[src/rtl/vga_frame_writer_pkg.sv]
// Image geometry and writer state encoding. The display reader imports the same
// package so both sides agree on frame size and address layout.
package vga_frame_writer_pkg;

  localparam int unsigned IMG_WIDTH  = 181;
  localparam int unsigned IMG_HEIGHT = 181;
  localparam int unsigned ADDR_W     = 15;
  localparam int unsigned DATA_W     = 8;

  localparam int unsigned X_W     = $clog2(IMG_WIDTH);
  localparam int unsigned Y_W     = $clog2(IMG_HEIGHT + 1);
  localparam int unsigned NUM_PIX = IMG_WIDTH * IMG_HEIGHT;

  typedef enum logic [1:0] {
    StIdle   = 2'd0,
    StFill   = 2'd1,
    StWaitVb = 2'd2
  } wr_state_e;

endpackage

[src/rtl/vga_frame_writer_if.sv]
// Raster pixel stream: valid/ready handshake carrying one RRRGGGBB byte per
// transfer, with sof marking the first pixel of a frame.
//   master: drives data, valid, sof; samples ready
//   slave : samples data, valid, sof; drives ready
interface vga_frame_writer_if;
  import vga_frame_writer_pkg::*;

  logic [DATA_W-1:0] data;
  logic              valid;
  logic              sof;
  logic              ready;

  modport master (output data, output valid, output sof, input ready);
  modport slave  (input data, input valid, input sof, output ready);
endinterface

[src/rtl/vga_raster_counter.sv]
// Raster position tracker: x/y coordinates plus a linear row-major address kept
// as an incrementing counter (no multiply).
//   clk, rst : clock, synchronous active-high reset
//   clear    : return to pixel 0
//   advance  : step to the next raster position
//   resync   : the current pixel restarts the frame; next position is (1,0), addr 1
//   x, y     : current column / line
//   addr     : current linear address
//   last     : current position is the final pixel of the frame
module vga_raster_counter
  import vga_frame_writer_pkg::*;
(
  input  logic              clk,
  input  logic              rst,
  input  logic              clear,
  input  logic              advance,
  input  logic              resync,
  output logic [X_W-1:0]    x,
  output logic [Y_W-1:0]    y,
  output logic [ADDR_W-1:0] addr,
  output logic              last
);

  always_ff @(posedge clk) begin
    if (rst || clear) begin
      x    <= '0;
      y    <= '0;
      addr <= '0;
    end else if (resync) begin
      x    <= X_W'(1);
      y    <= '0;
      addr <= ADDR_W'(1);
    end else if (advance) begin
      addr <= addr + ADDR_W'(1);
      if (x == X_W'(IMG_WIDTH - 1)) begin
        x <= '0;
        y <= y + Y_W'(1);
      end else begin
        x <= x + X_W'(1);
      end
    end
  end

  assign last = (x == X_W'(IMG_WIDTH - 1)) && (y == Y_W'(IMG_HEIGHT - 1));

endmodule

[src/rtl/vga_frame_writer.sv]
// Write side of the double-banked VGA image RAM. Takes a raster-ordered pixel
// stream, writes one frame into the bank the display is not reading, then swaps
// the display bank during vertical blank so the picture never tears.
//   ClkPort, rst : clock, synchronous active-high reset
//   start        : pulse to arm the writer for one frame
//   pix          : pixel stream (slave side)
//   vblank       : display vertical blank
//   wr_en/addr/data/bank : registered RAM write port (one cycle after accept)
//   disp_bank    : bank the display reads
//   busy         : writer not idle
//   frame_done   : pulse on bank swap
//   sync_err     : pulse when sof arrives mid-frame
module vga_frame_writer
  import vga_frame_writer_pkg::*;
(
  input  logic              ClkPort,
  input  logic              rst,
  input  logic              start,
  vga_frame_writer_if.slave pix,
  input  logic              vblank,
  output logic              wr_en,
  output logic [ADDR_W-1:0] wr_addr,
  output logic [DATA_W-1:0] wr_data,
  output logic              wr_bank,
  output logic              disp_bank,
  output logic              busy,
  output logic              frame_done,
  output logic              sync_err
);

  wr_state_e         state_q;
  logic              accept;
  logic              resync;
  logic              last;
  logic [X_W-1:0]    x;
  logic [Y_W-1:0]    y;
  logic [ADDR_W-1:0] addr;
  logic              unused_xy;

  assign pix.ready = (state_q == StFill);
  assign accept    = pix.valid & pix.ready;
  // sof on the first pixel is expected; anywhere else it restarts the frame.
  assign resync    = accept & pix.sof & (addr != '0);
  assign busy      = (state_q != StIdle);
  assign unused_xy = ^{x, y};

  vga_raster_counter u_raster (
    .clk     (ClkPort),
    .rst     (rst),
    .clear   (state_q == StIdle),
    .advance (accept & ~resync),
    .resync  (resync),
    .x       (x),
    .y       (y),
    .addr    (addr),
    .last    (last)
  );

  always_ff @(posedge ClkPort) begin
    if (rst) begin
      state_q    <= StIdle;
      wr_en      <= 1'b0;
      wr_addr    <= '0;
      wr_data    <= '0;
      wr_bank    <= 1'b1;
      disp_bank  <= 1'b0;
      frame_done <= 1'b0;
      sync_err   <= 1'b0;
    end else begin
      wr_en      <= 1'b0;
      frame_done <= 1'b0;
      sync_err   <= 1'b0;
      unique case (state_q)
        StIdle: begin
          if (start) begin
            state_q <= StFill;
            wr_bank <= ~disp_bank;
          end
        end
        StFill: begin
          if (accept) begin
            wr_en    <= 1'b1;
            wr_addr  <= resync ? '0 : addr;
            wr_data  <= pix.data;
            sync_err <= resync;
            // A resynced pixel sits at address 0, so it can never be the last.
            if (last && !resync) state_q <= StWaitVb;
          end
        end
        StWaitVb: begin
          if (vblank) begin
            disp_bank  <= wr_bank;
            frame_done <= 1'b1;
            state_q    <= StIdle;
          end
        end
        default: state_q <= StIdle;
      endcase
    end
  end

endmodule

[src/flat_wrapper.sv]
// flat-port wrapper written by rule: the top's interface ports become plain ports
module vga_frame_writer_flat import vga_frame_writer_pkg::*;
  (ClkPort, rst, start, vblank, wr_en, wr_addr, wr_data, wr_bank, disp_bank, busy, frame_done, sync_err, pix_data, pix_valid, pix_sof, pix_ready);
  vga_frame_writer_if pix_i ();
  input  logic ClkPort;
  input  logic rst;
  input  logic start;
  input  logic vblank;
  output logic wr_en;
  output logic [ADDR_W-1:0] wr_addr;
  output logic [DATA_W-1:0] wr_data;
  output logic wr_bank;
  output logic disp_bank;
  output logic busy;
  output logic frame_done;
  output logic sync_err;
  input wire logic [$bits(pix_i.data)-1:0] pix_data;
  input wire logic [$bits(pix_i.valid)-1:0] pix_valid;
  input wire logic [$bits(pix_i.sof)-1:0] pix_sof;
  output wire logic [$bits(pix_i.ready)-1:0] pix_ready;
  assign pix_i.data = pix_data;
  assign pix_i.valid = pix_valid;
  assign pix_i.sof = pix_sof;
  assign pix_ready = pix_i.ready;
  vga_frame_writer u_core (.ClkPort(ClkPort), .rst(rst), .start(start), .pix(pix_i), .vblank(vblank), .wr_en(wr_en), .wr_addr(wr_addr), .wr_data(wr_data), .wr_bank(wr_bank), .disp_bank(disp_bank), .busy(busy), .frame_done(frame_done), .sync_err(sync_err));
endmodule
[config.mk]
export PLATFORM = sky130hd
export DESIGN_NAME = vga_frame_writer_flat
export DESIGN_NICKNAME = d
export VERILOG_FILES = /design/src/rtl/vga_frame_writer_pkg.sv /design/src/rtl/vga_frame_writer_if.sv /design/src/rtl/vga_raster_counter.sv /design/src/rtl/vga_frame_writer.sv /design/src/flat_wrapper.sv
export SDC_FILE = /design/constraint.sdc
export NUM_CORES = 1
export LEC_CHECK = 0
export BUFFER_PORTS_ARGS = -buffer_cell sky130_fd_sc_hd__buf_4
export CAP_MARGIN = 25
export CORE_ASPECT_RATIO = 1.25
export CORE_MARGIN = 2
export CORE_UTILIZATION = 41
export DETAILED_ROUTE_END_ITERATION = 8
export GPL_TIMING_DRIVEN = 1
export RECOVER_POWER = 100
export SLEW_MARGIN = 15
export SYNTH_ARGS = -nofsm -noshare
export SYNTH_HDL_FRONTEND = slang
export SYNTH_SLANG_ARGS = --single-unit
export TNS_END_PERCENT = 100
[constraint.sdc]
create_clock -name ClkPort -period 3.1 [get_ports ClkPort]
set_clock_uncertainty 0.2 [all_clocks]
set_input_delay 0.155 -clock ClkPort [delete_from_list [all_inputs] [get_ports ClkPort]]
set_output_delay 0.155 -clock ClkPort [all_outputs]
set_load 0.02 [all_outputs]
After elaboration in Yosys (flattened, before gate mapping)
Cells that the tools add are included.
{ "totals": {"register_bits": 61, "inputBits": 14} }
{ "classes": {"n_addsub": 3, "eq_ne": 8, "muxes": 13, "bitwise": 9, "reduce_logical": 17} }
{ "ops": {"columns": ["operator", "n"], "rows": [
  ["$add A8 B1 Y8 const B", 2],
  ["$eq A8 B8 Y1 const B", 2],
  ["$add A15 B1 Y15 const B", 1],
  ["$mux W15", 1],
  ["$reduce_bool A15 Y1", 1],
  ["$mux W2", 4],
  ["$mux W8", 1],
  ["$ne A2 B2 Y1 const B", 4],
  ["$reduce_and A2 Y1", 4],
  ["$mux W1", 6],
  ["$pmux W2 S3", 1],
  ["$reduce_or A2 Y1", 3],
  ["$not A1 Y1", 5],
  ["$and A1 B1 Y1", 4],
  ["$reduce_and A4 Y1", 1],
  ["$reduce_bool A2 Y1", 2],
  ["$reduce_or A3 Y1", 1],
  ["$eq A2 B1 Y1 const B", 1],
  ["$eq A2 B2 Y1 const B", 1],
  ["$logic_and A1 B1 Y1", 2],
  ["$logic_not A2 Y1", 1],
  ["$logic_not A1 Y1", 1],
  ["$logic_or A1 B1 Y1", 1]
]} }

Longest topological paths before layout
Gate-level depths: netlist of the first run.
{ "depth": {"ltp_word": 9, "mapped_depth": 8, "ltp_nobuf": 7} }

By module
From an unflattened synthesis of the first run, not the netlist that was laid out.
{ "hier_totals": {"cells_unflattened": 317, "hier_area_um2": 2715.1} }
{ "by_module_without_submodules": {"columns": ["module", "instances", "cells_per_inst", "area_each_um2", "seq_area_each_um2"], "rows": [
  ["vga_raster_counter", 1, 178, 1520.2, 620.6],
  ["vga_frame_writer", 1, 139, 1194.9, 600.6]
]} }

Worst setup path after synthesis of the first run
No wires, ideal clock.
{ "synth_path": {"path_kind": "reg2reg", "start": "reg u_core.u_raster.addr[0]", "end": "reg u_core.u_raster.y[6]", "arrival_time_ps": 2476, "setup_slack_ps": 352, "path_stages_with_launch": 8, "cell_sequence": "dfxtp_1 > inv_1 > ha_1 > or4b_1 > o41a_4 > or4b_4 > or3_1 > a21oi_1"} }
{ "synth_via": {"elab_chain_len": 5, "elab_cells_between_ends": 6, "cone_classes": "3 x bitwise; 3 x reduce/logical"} }
{ "synth_lines": {"columns": ["element", "line_no", "rtl"], "rows": [
  ["start: declaration", "vga_raster_counter.sv:20", "output logic [ADDR_W-1:0] addr,"],
  ["start signal: assignment", "vga_raster_counter.sv:34", "addr <= addr + ADDR_W'(1);"],
  ["$reduce_bool A15 Y1 *", "vga_frame_writer.sv:43", "assign resync = accept & pix.sof & (addr != '0);"],
  ["$and A1 B1 Y1 *", "vga_frame_writer.sv:43", null],
  ["$not A1 Y1", "vga_frame_writer.sv:51", ".advance (accept & ~resync),"],
  ["$and A1 B1 Y1", "vga_frame_writer.sv:51", null],
  ["$reduce_and A2 Y1 (no line)", null, null],
  ["end signal: assignment", "vga_raster_counter.sv:37", "y <= y + Y_W'(1);"],
  ["end: declaration", "vga_raster_counter.sv:19", "output logic [Y_W-1:0] y,"]
]} }
Every way passes the cells marked *; elsewhere a longest branch is shown, timed or not.
A chain may end at the register's enable or synchronous reset.

Worst setup path in the final report of the first run
Ends and elaborated chain as after synthesis.

==> results of run 1 <==
-- cells in the mapped netlist, drive strengths merged, types with 3 or more instances --
master | instances | share of area, %
inv | 8 | 1.1
nand3 | 21 | 3.9
a31oi | 3 | 0.70
and3 | 10 | 2.3
ha | 6 | 2.8
nor4 | 4 | 0.94
clkbuf | 13 | 1.8
nand3b | 4 | 1.1
nand4 | 7 | 1.6
nand2 | 43 | 6.1
dfxtp | 61 | 46
xor2 | 10 | 3.3
o21ai | 8 | 1.5
nor3 | 6 | 1.1
nor2 | 40 | 5.6
or4 | 6 | 1.9
and4 | 3 | 1.0
xnor2 | 7 | 2.3
a21oi | 34 | 6.4
-- routing by layer --
layer	up-vias	part of all wire [%]	wire [um]	global-route usage, %
li1	1233	-	-	-
met2	48	50	3170	33.0
met1	1118	45	2870	22.1
met4	0	2.0	130	9.55
met3	13	3.2	203	3.08
met5	-	0	0	0
-- how the worst max path moves through the flow --
| stage | startpoint | endpoint | slack [ns] | cells past startpoint |
|---|---|---|---|---|
| 2_1_floorplan | u_core.u_raster.addr[0] | u_core.u_raster.y[6] | 0.35 | 7 |
| 3_3_place_gp | u_core.u_raster.addr[0] | u_core.u_raster.y[6] | 0.27 | 7 |
| 3_5_place_dp | u_core.u_raster.addr[0] | u_core.u_raster.y[6] | 0.22 | 7 |
| 4_1_cts | u_core.u_raster.addr[0] | u_core.u_raster.y[6] | 0.20 | 7 |
| 5_1_grt | u_core.u_raster.addr[0] | u_core.u_raster.y[6] | 0.05 | 7 |
| 6_report | u_core.u_raster.addr[0] | u_core.u_raster.y[6] | 0.18 | 7 |
-- cell type report --
type | instances | area, um^2
fill | 647 | 2960
multi-input combinational | 234 | 1350
sequential | 61 | 1220
timing repair buffer | 62 | 368
clock buffer | 13 | 169
tap | 85 | 106
clock inverter | 3 | 42.5
inverter | 8 | 30.0
-- cells by family (layout without fill, tap and decap cells) --
kind of cell	after synthesis	count (layout)	synth area share, %
AOI/OAI and AO/OA	50	50	11.5
adders and majority gates	6	6	2.82
muxes	2	2	0.751
xor gates and xnor gates	17	17	5.59
DFF	61	61	45.8
buffers and inverters	23	86	3.24
and+or+nand+nor	159	159	30.3
-- placed cells by master, fill, tap and decap left out, types with 2 or more instances in the layout --
| cell type | synthesis | routed |
|---|---|---|
| dfxtp_1 | 61 | 61 |
| nand3b_1 | 4 | 4 |
| clkbuf_1 | 13 | 35 |
| or2_2 | 2 | 2 |
| nor4bb_1 | 2 | 2 |
| mux2i_1 | 2 | 2 |
| dlygate4sd3_1 | 0 | 12 |
| nor3_1 | 6 | 6 |
| xor2_1 | 10 | 10 |
| or4b_1 | 1 | 2 |
| o21ai_0 | 7 | 8 |
| and3_1 | 10 | 10 |
| clkbuf_8 | 0 | 12 |
| nand2_1 | 43 | 43 |
| a21oi_1 | 34 | 34 |
| nor2_1 | 40 | 40 |
| or4_1 | 4 | 4 |
| a31oi_1 | 3 | 3 |
| ha_1 | 6 | 6 |
| and4_1 | 2 | 2 |
| xnor2_1 | 7 | 7 |
| buf_4 | 0 | 16 |
| inv_1 | 8 | 8 |
| nor4_1 | 4 | 4 |
| nand3_1 | 21 | 21 |
| or3_1 | 2 | 2 |
| nand4_1 | 7 | 7 |
-- sequential cells by signal (all words and copies together) (netlist names) --
register              flops
u_core.wr_bank            1
u_core.u_raster.x         8
u_core.frame_done         1
u_core.wr_data            8
u_core.u_raster.y         8
u_core.wr_en              1
u_core.wr_addr           15
u_core.state_q            2
u_core.disp_bank          1
u_core.sync_err           1
u_core.u_raster.addr     15
-- through the flow --
| step | std cells | area (um^2) |
|---|---|---|
| floorplan | 318 | 2670 |
| global placement | 438 | 3090 |
| detailed placement | 438 | 3090 |
| CTS | 466 | 3420 |
| global route | 466 | 3290 |
| finish | 466 | 3290 |
-- worst max-delay path: stages (launching register included) --
cell and delay [ns]:
dfxtp_1 0.36, inv_1 0.07, ha_1 0.15, or4b_1 0.52, o41a_4 0.51, or4b_1 0.58, or3_1 0.32, a21oi_1 0.14
-- where the power goes --
| part | internal, W | total [W] | leakage, nW | switching [W] |
|---|---|---|---|---|
| sequential | 0.000791 | 0.000796 | 0.493 | 0.00000505 |
| combinational | 0.0000354 | 0.0000951 | 0.587 | 0.0000597 |
| clock | 0.000436 | 0.000733 | 0.106 | 0.000297 |
==> flow_summary.ini, run 1 <==
[run_status]
status = finished clean

[synth]
ys_ff_latch = 61
syn_area_mm2 = 0.00267
synth_area_per_cell_um2 = 8.38
synthFlopType = dfxtp_1
synth_edf_count = 0
async_flop_share_pct = 0
synth_fp_nets = 338
syn_inst = 318
synth-warning-count = 0
ys_types = 42
ys_seq_area_share_pct = 45.8

[cts]
numCtsBuffers = 9
clock_sinks = 61
post_cts_resized = 0
postCtsSetupRepairBufs = 0
clk_pin_slew_ns = 0.07
clock_latency_ns = 0.33
h-tree-depth = 3
clock-root-buffer = clkbuf_8
cts-hold-fix-buffers = 12
cts_tree = yes
clock_path_buffers = 2

[die]
core_mm2 = 0.00625
die_x_um = 76.1
die_area_mm2 = 0.00717
std_cell_rows = 32
ioPinCount = 44
fp.dieH_um = 94.1
start_util_pct = 42.7

[setup_path]
reg2reg_depth = 7
reg2reg_to = u_core.u_raster.y[6]
reg2reg_slack_ns = 0.18
r2r-start = u_core.u_raster.addr[0]
cp.required_ns = 3.16
crit_arrival_ns = 2.98
crit_type = reg2reg
cp-end-kind = flop
cp-start-kind = flop
cp_max_fo = 9

[min_path]
hp-start = pix_valid
whs_path_depth = 4
min_to = u_core.state_q[1]
hp-class = in2reg

[drt]
vias = 2412
detail-route-antenna-nets = 0
viasPerCell = 5.18
drt-pass1-iter-count = 4
first_iter_violations = 109
post_drt_wl_per_cell_um = 13.7
drcViolationCount = 0
drt-total-wl_um = 6380

[global_routing]
first_global_vias = 2314
grt_usage_pct = 18.8
grt-ovfl-total = 0
grt_max_degree = 33
antenna_found_initial = 0
grt_pass1_wl_um = 10800

[finish]
drive_gt1_share_pct = 9.97
antennaDiodeCount = 0
final_nets = 396
final_core_util_pct = 52.7
synthToLayoutAreaGrowth_pct = 23.5

[job]
cap_viol_max_count = 0

[power]
total_leakage_power_nw = 1.19
p_per_area_mw_per_mm2 = 493
p_total_w = 0.00162
peakVddDrop_mv = 0.269

[sta]
min_period_ns = 2.92
hold_slack_ns = 0.117
fin_crit_sh_pct = 94.2
worst_slew_pin_slew_ns = 1.36
setup_ws_ns = 0.179
rsz0062_at_grt = no
slew-limit-headroom_pct = 9.56
setup_viol_count_final = 0
hold_violations = 0
tns_ns = 0
max_freq_ghz = 0.342
slew_viol_final = 0

[place]
dp_hpwl_um = 4370
dp_slack_ns = 0.221
gp_congestion = 0.847
io_buffers = 43
Note: power is estimated with default switching activity, not from simulation.
==> run 2: changes to the inputs <==
--- a/config.mk
+++ b/config.mk
@@ -8,7 +8,7 @@
 export BUFFER_PORTS_ARGS = -buffer_cell sky130_fd_sc_hd__buf_4
 export CAP_MARGIN = 25
 export CORE_ASPECT_RATIO = 1.25
-export CORE_MARGIN = 2
+export CORE_MARGIN = 1.5
 export CORE_UTILIZATION = 41
 export DETAILED_ROUTE_END_ITERATION = 8
 export GPL_TIMING_DRIVEN = 1
@@ -16,5 +16,6 @@
 export SLEW_MARGIN = 15
 export SYNTH_ARGS = -nofsm -noshare
 export SYNTH_HDL_FRONTEND = slang
+export SYNTH_HIERARCHICAL = 1
 export SYNTH_SLANG_ARGS = --single-unit
 export TNS_END_PERCENT = 100
==> run 2 against run 1 <==
Compared with the run above:
- routed wire length rose by 0.74%
- first-iteration DRC count rose by 35%
- synthesized cell count shrank 0.31%
==> flow_summary.ini, run 2 <==
[setup_path]
critPathMostFrequentCell = dlygate4sd3_1
cp-start-kind = primary input
cp_cell_sequence = dlygate4sd3_1 -> clkbuf_1 -> inv_1 -> nand3_1 -> o221ai_1 -> dlygate4sd3_1
crit_arrival_ns = 2.88
critPathMaxStageDelay_ns = 1.05
cp-end-kind = flop
cp.required_ns = 3.13
cp_max_fo = 33
cp_slowest_cell = clkbuf_1
crit_type = in2reg

[sta]
worst_slew_pin_slew_ns = 1.45
tns_ns = 0
setup_ws_ns = 0.255
slew_viol_final = 0
min_period_ns = 2.84
slew-limit-headroom_pct = 3.31
hold_violations = 0
max_freq_ghz = 0.352
fin_crit_sh_pct = 91.8
setup_viol_count_final = 0
rsz0062_at_grt = no

[drt]
drt-pass1-iter-count = 4
post_drt_wl_per_cell_um = 13.8
drcViolationCount = 0
detail-route-antenna-nets = 0
drt-total-wl_um = 6420
vias = 2452
viasPerCell = 5.27
first_iter_violations = 147

[synth]
synthTopCellsByArea = dfxtp_1 (45%), nand2_1 (7.2%), a21oi_1 (5.2%)
syn_area_mm2 = 0.00272
synthFlopType = dfxtp_1
synth-warning-count = 6
synth_top_family_by_area = simple AND/OR/NAND/NOR gates
synth_edf_count = 0
ys_seq_area_share_pct = 45.0
async_flop_share_pct = 0
synth_fp_nets = 336
synth_area_per_cell_um2 = 8.56
synth_top_area_share_pct = 45.0
ys_types = 48
yosys.area_share.simple_pct = 31.5
yosys.cell_count.top_type = dfxtp_1
synth_common_cells = dfxtp_1 (61), nand2_1 (52), a21oi_1 (28)
yosys.area_share.xor_xnor_pct = 6.13
synth_mux_area_share_pct = 1.47
ys_ff_latch = 61
syn_inst = 317
synth_fa_ha_area_share_pct = 2.30
synth_top_area_cell = dfxtp_1
synth-compound-area-share_pct = 8.76

[cts]
numCtsBuffers = 9
clock_latency_ns = 0.35
cts_tree = yes
clock_sinks = 61
clk_pin_slew_ns = 0.06
h-tree-depth = 3
post_cts_resized = 0
clock-root-buffer = clkbuf_8
clock_path_buffers = 2

[finish]
drive_gt1_share_pct = 10.1
antennaDiodeCount = 0
largest_registers = u_core/u_raster/addr x15, u_core/wr_addr x15
final_nets = 393
final_common_cell = dfxtp_1
layout_common_cells = dfxtp_1 (61), nand2_1 (52), clkbuf_1 (32), a21oi_1 (28), nor2_1 (25)
synthToLayoutAreaGrowth_pct = 20.9

[power]
total_leakage_power_nw = 1.09
peakVddDrop_mv = 0.215
p_per_area_mw_per_mm2 = 498
p_total_w = 0.00163

[global_routing]
antenna_found_initial = 0
grt_pass1_wl_um = 10500
grt-ovfl-total = 0
grt_usage_pct = 19.6
first_global_vias = 2284
grt_max_degree = 34

[place]
io_buffers = 43
dp_hpwl_um = 4200
dp_slack_ns = 0.415
gp_congestion = 0.853

[die]
std_cell_rows = 33
die_x_um = 75.8
start_util_pct = 41.9
core_mm2 = 0.00648
ioPinCount = 44
die_area_mm2 = 0.00712
fp.dieH_um = 94.0

[job]
cap_viol_max_count = 0

[run_status]
status = finished clean

[min_path]
hp-class = in2reg
## run 2: changes by cell type after synthesis, sizes merged, moves of 4 or more
cell    delta
nand3      +5
a21oi      -5
nand2      +9
nand4      +4
clkbuf    -11
and3       -7
nor4       +4
o21ai      -4
nor2      -15
buf       +10
nor3       +9
## run 2: routing by layer
metal / share of wire [%] / up-vias / wire, um / GRT usage, %
li1: - / 1220 / - / -
met1: 45 / 1161 / 2900 / 22.9
met2: 48 / 56 / 3090 / 32.5
met3: 4.2 / 15 / 272 / 3.65
met4: 2.5 / 0 / 158 / 11.8
met5: 0 / - / 0 / 0
## run 2: stage by stage
| stage | area [um^2] | util, % | std cells | hold WS, ns |
|---|---|---|---|---|
| after floorplan | 2720 | - | 317 | 0.0278 |
| after global placement | 3070 | 47.4 | 436 | 0.205 |
| after detailed placement | 3070 | 47.4 | 436 | 0.216 |
| after CTS | 3410 | 52.6 | 465 | 0.0569 |
| after global routing | 3280 | 50.6 | 465 | 0.0873 |
| final | 3280 | 50.6 | 465 | 0.0665 |
## run 2: report_power, final
| part | switching, W | internal, W |
|---|---|---|
| combinational | 0.0000774 | 0.0000435 |
| sequential | 0.00000682 | 0.000793 |
| clock | 0.000307 | 0.000407 |
| total | 0.000391 | 0.00124 |
## run 2: timing repair
action                     4_1_cts  5_1_grt
hold endpoints to repair        17        0
hold buffers                    14        0
setup endpoints to repair        0        0
setup buffers                    0        0
## run 2: layout make-up
class | count | area, um^2
Inverter | 9 | 33.8
Clock buffer | 11 | 151
Timing Repair Buffer | 60 | 363
Clock inverter | 4 | 47.5
Tap cell | 87 | 109
Sequential cell | 61 | 1220
Fill cell | 676 | 3200
Multi-Input combinational cell | 233 | 1360
## run 2: kinds of logic after synthesis
kind of cell | Yosys count
and+or+nand+nor | 163
DFF | 61
AOI/OAI and AO/OA | 42
buffers and inverters | 23
xor gates and xnor gates | 19
adders and majority gates | 5
muxes | 4
## run 2: final timing paths
kind | from | end | slack, ns | depth (start not counted)
worst max-delay path | rst | u_core/state_q[0] | 0.26 | 6
worst min-delay path | start | u_core/wr_bank | 0.07 | 3
worst max register to register | u_core/u_raster/addr[9] | u_core/u_raster/y[5] | 0.32 | 8
worst min register to register | u_core/wr_addr[4] | u_core/wr_addr[4] | 0.25 | 2
## run 2: worst max-delay path, delay by kind of cell
kind,cells,cell delay [ns]
buffers and inverters,4,2.43
AND/OR/NAND/NOR,1,0.16
AO/OA/AOI/OAI,1,0.11
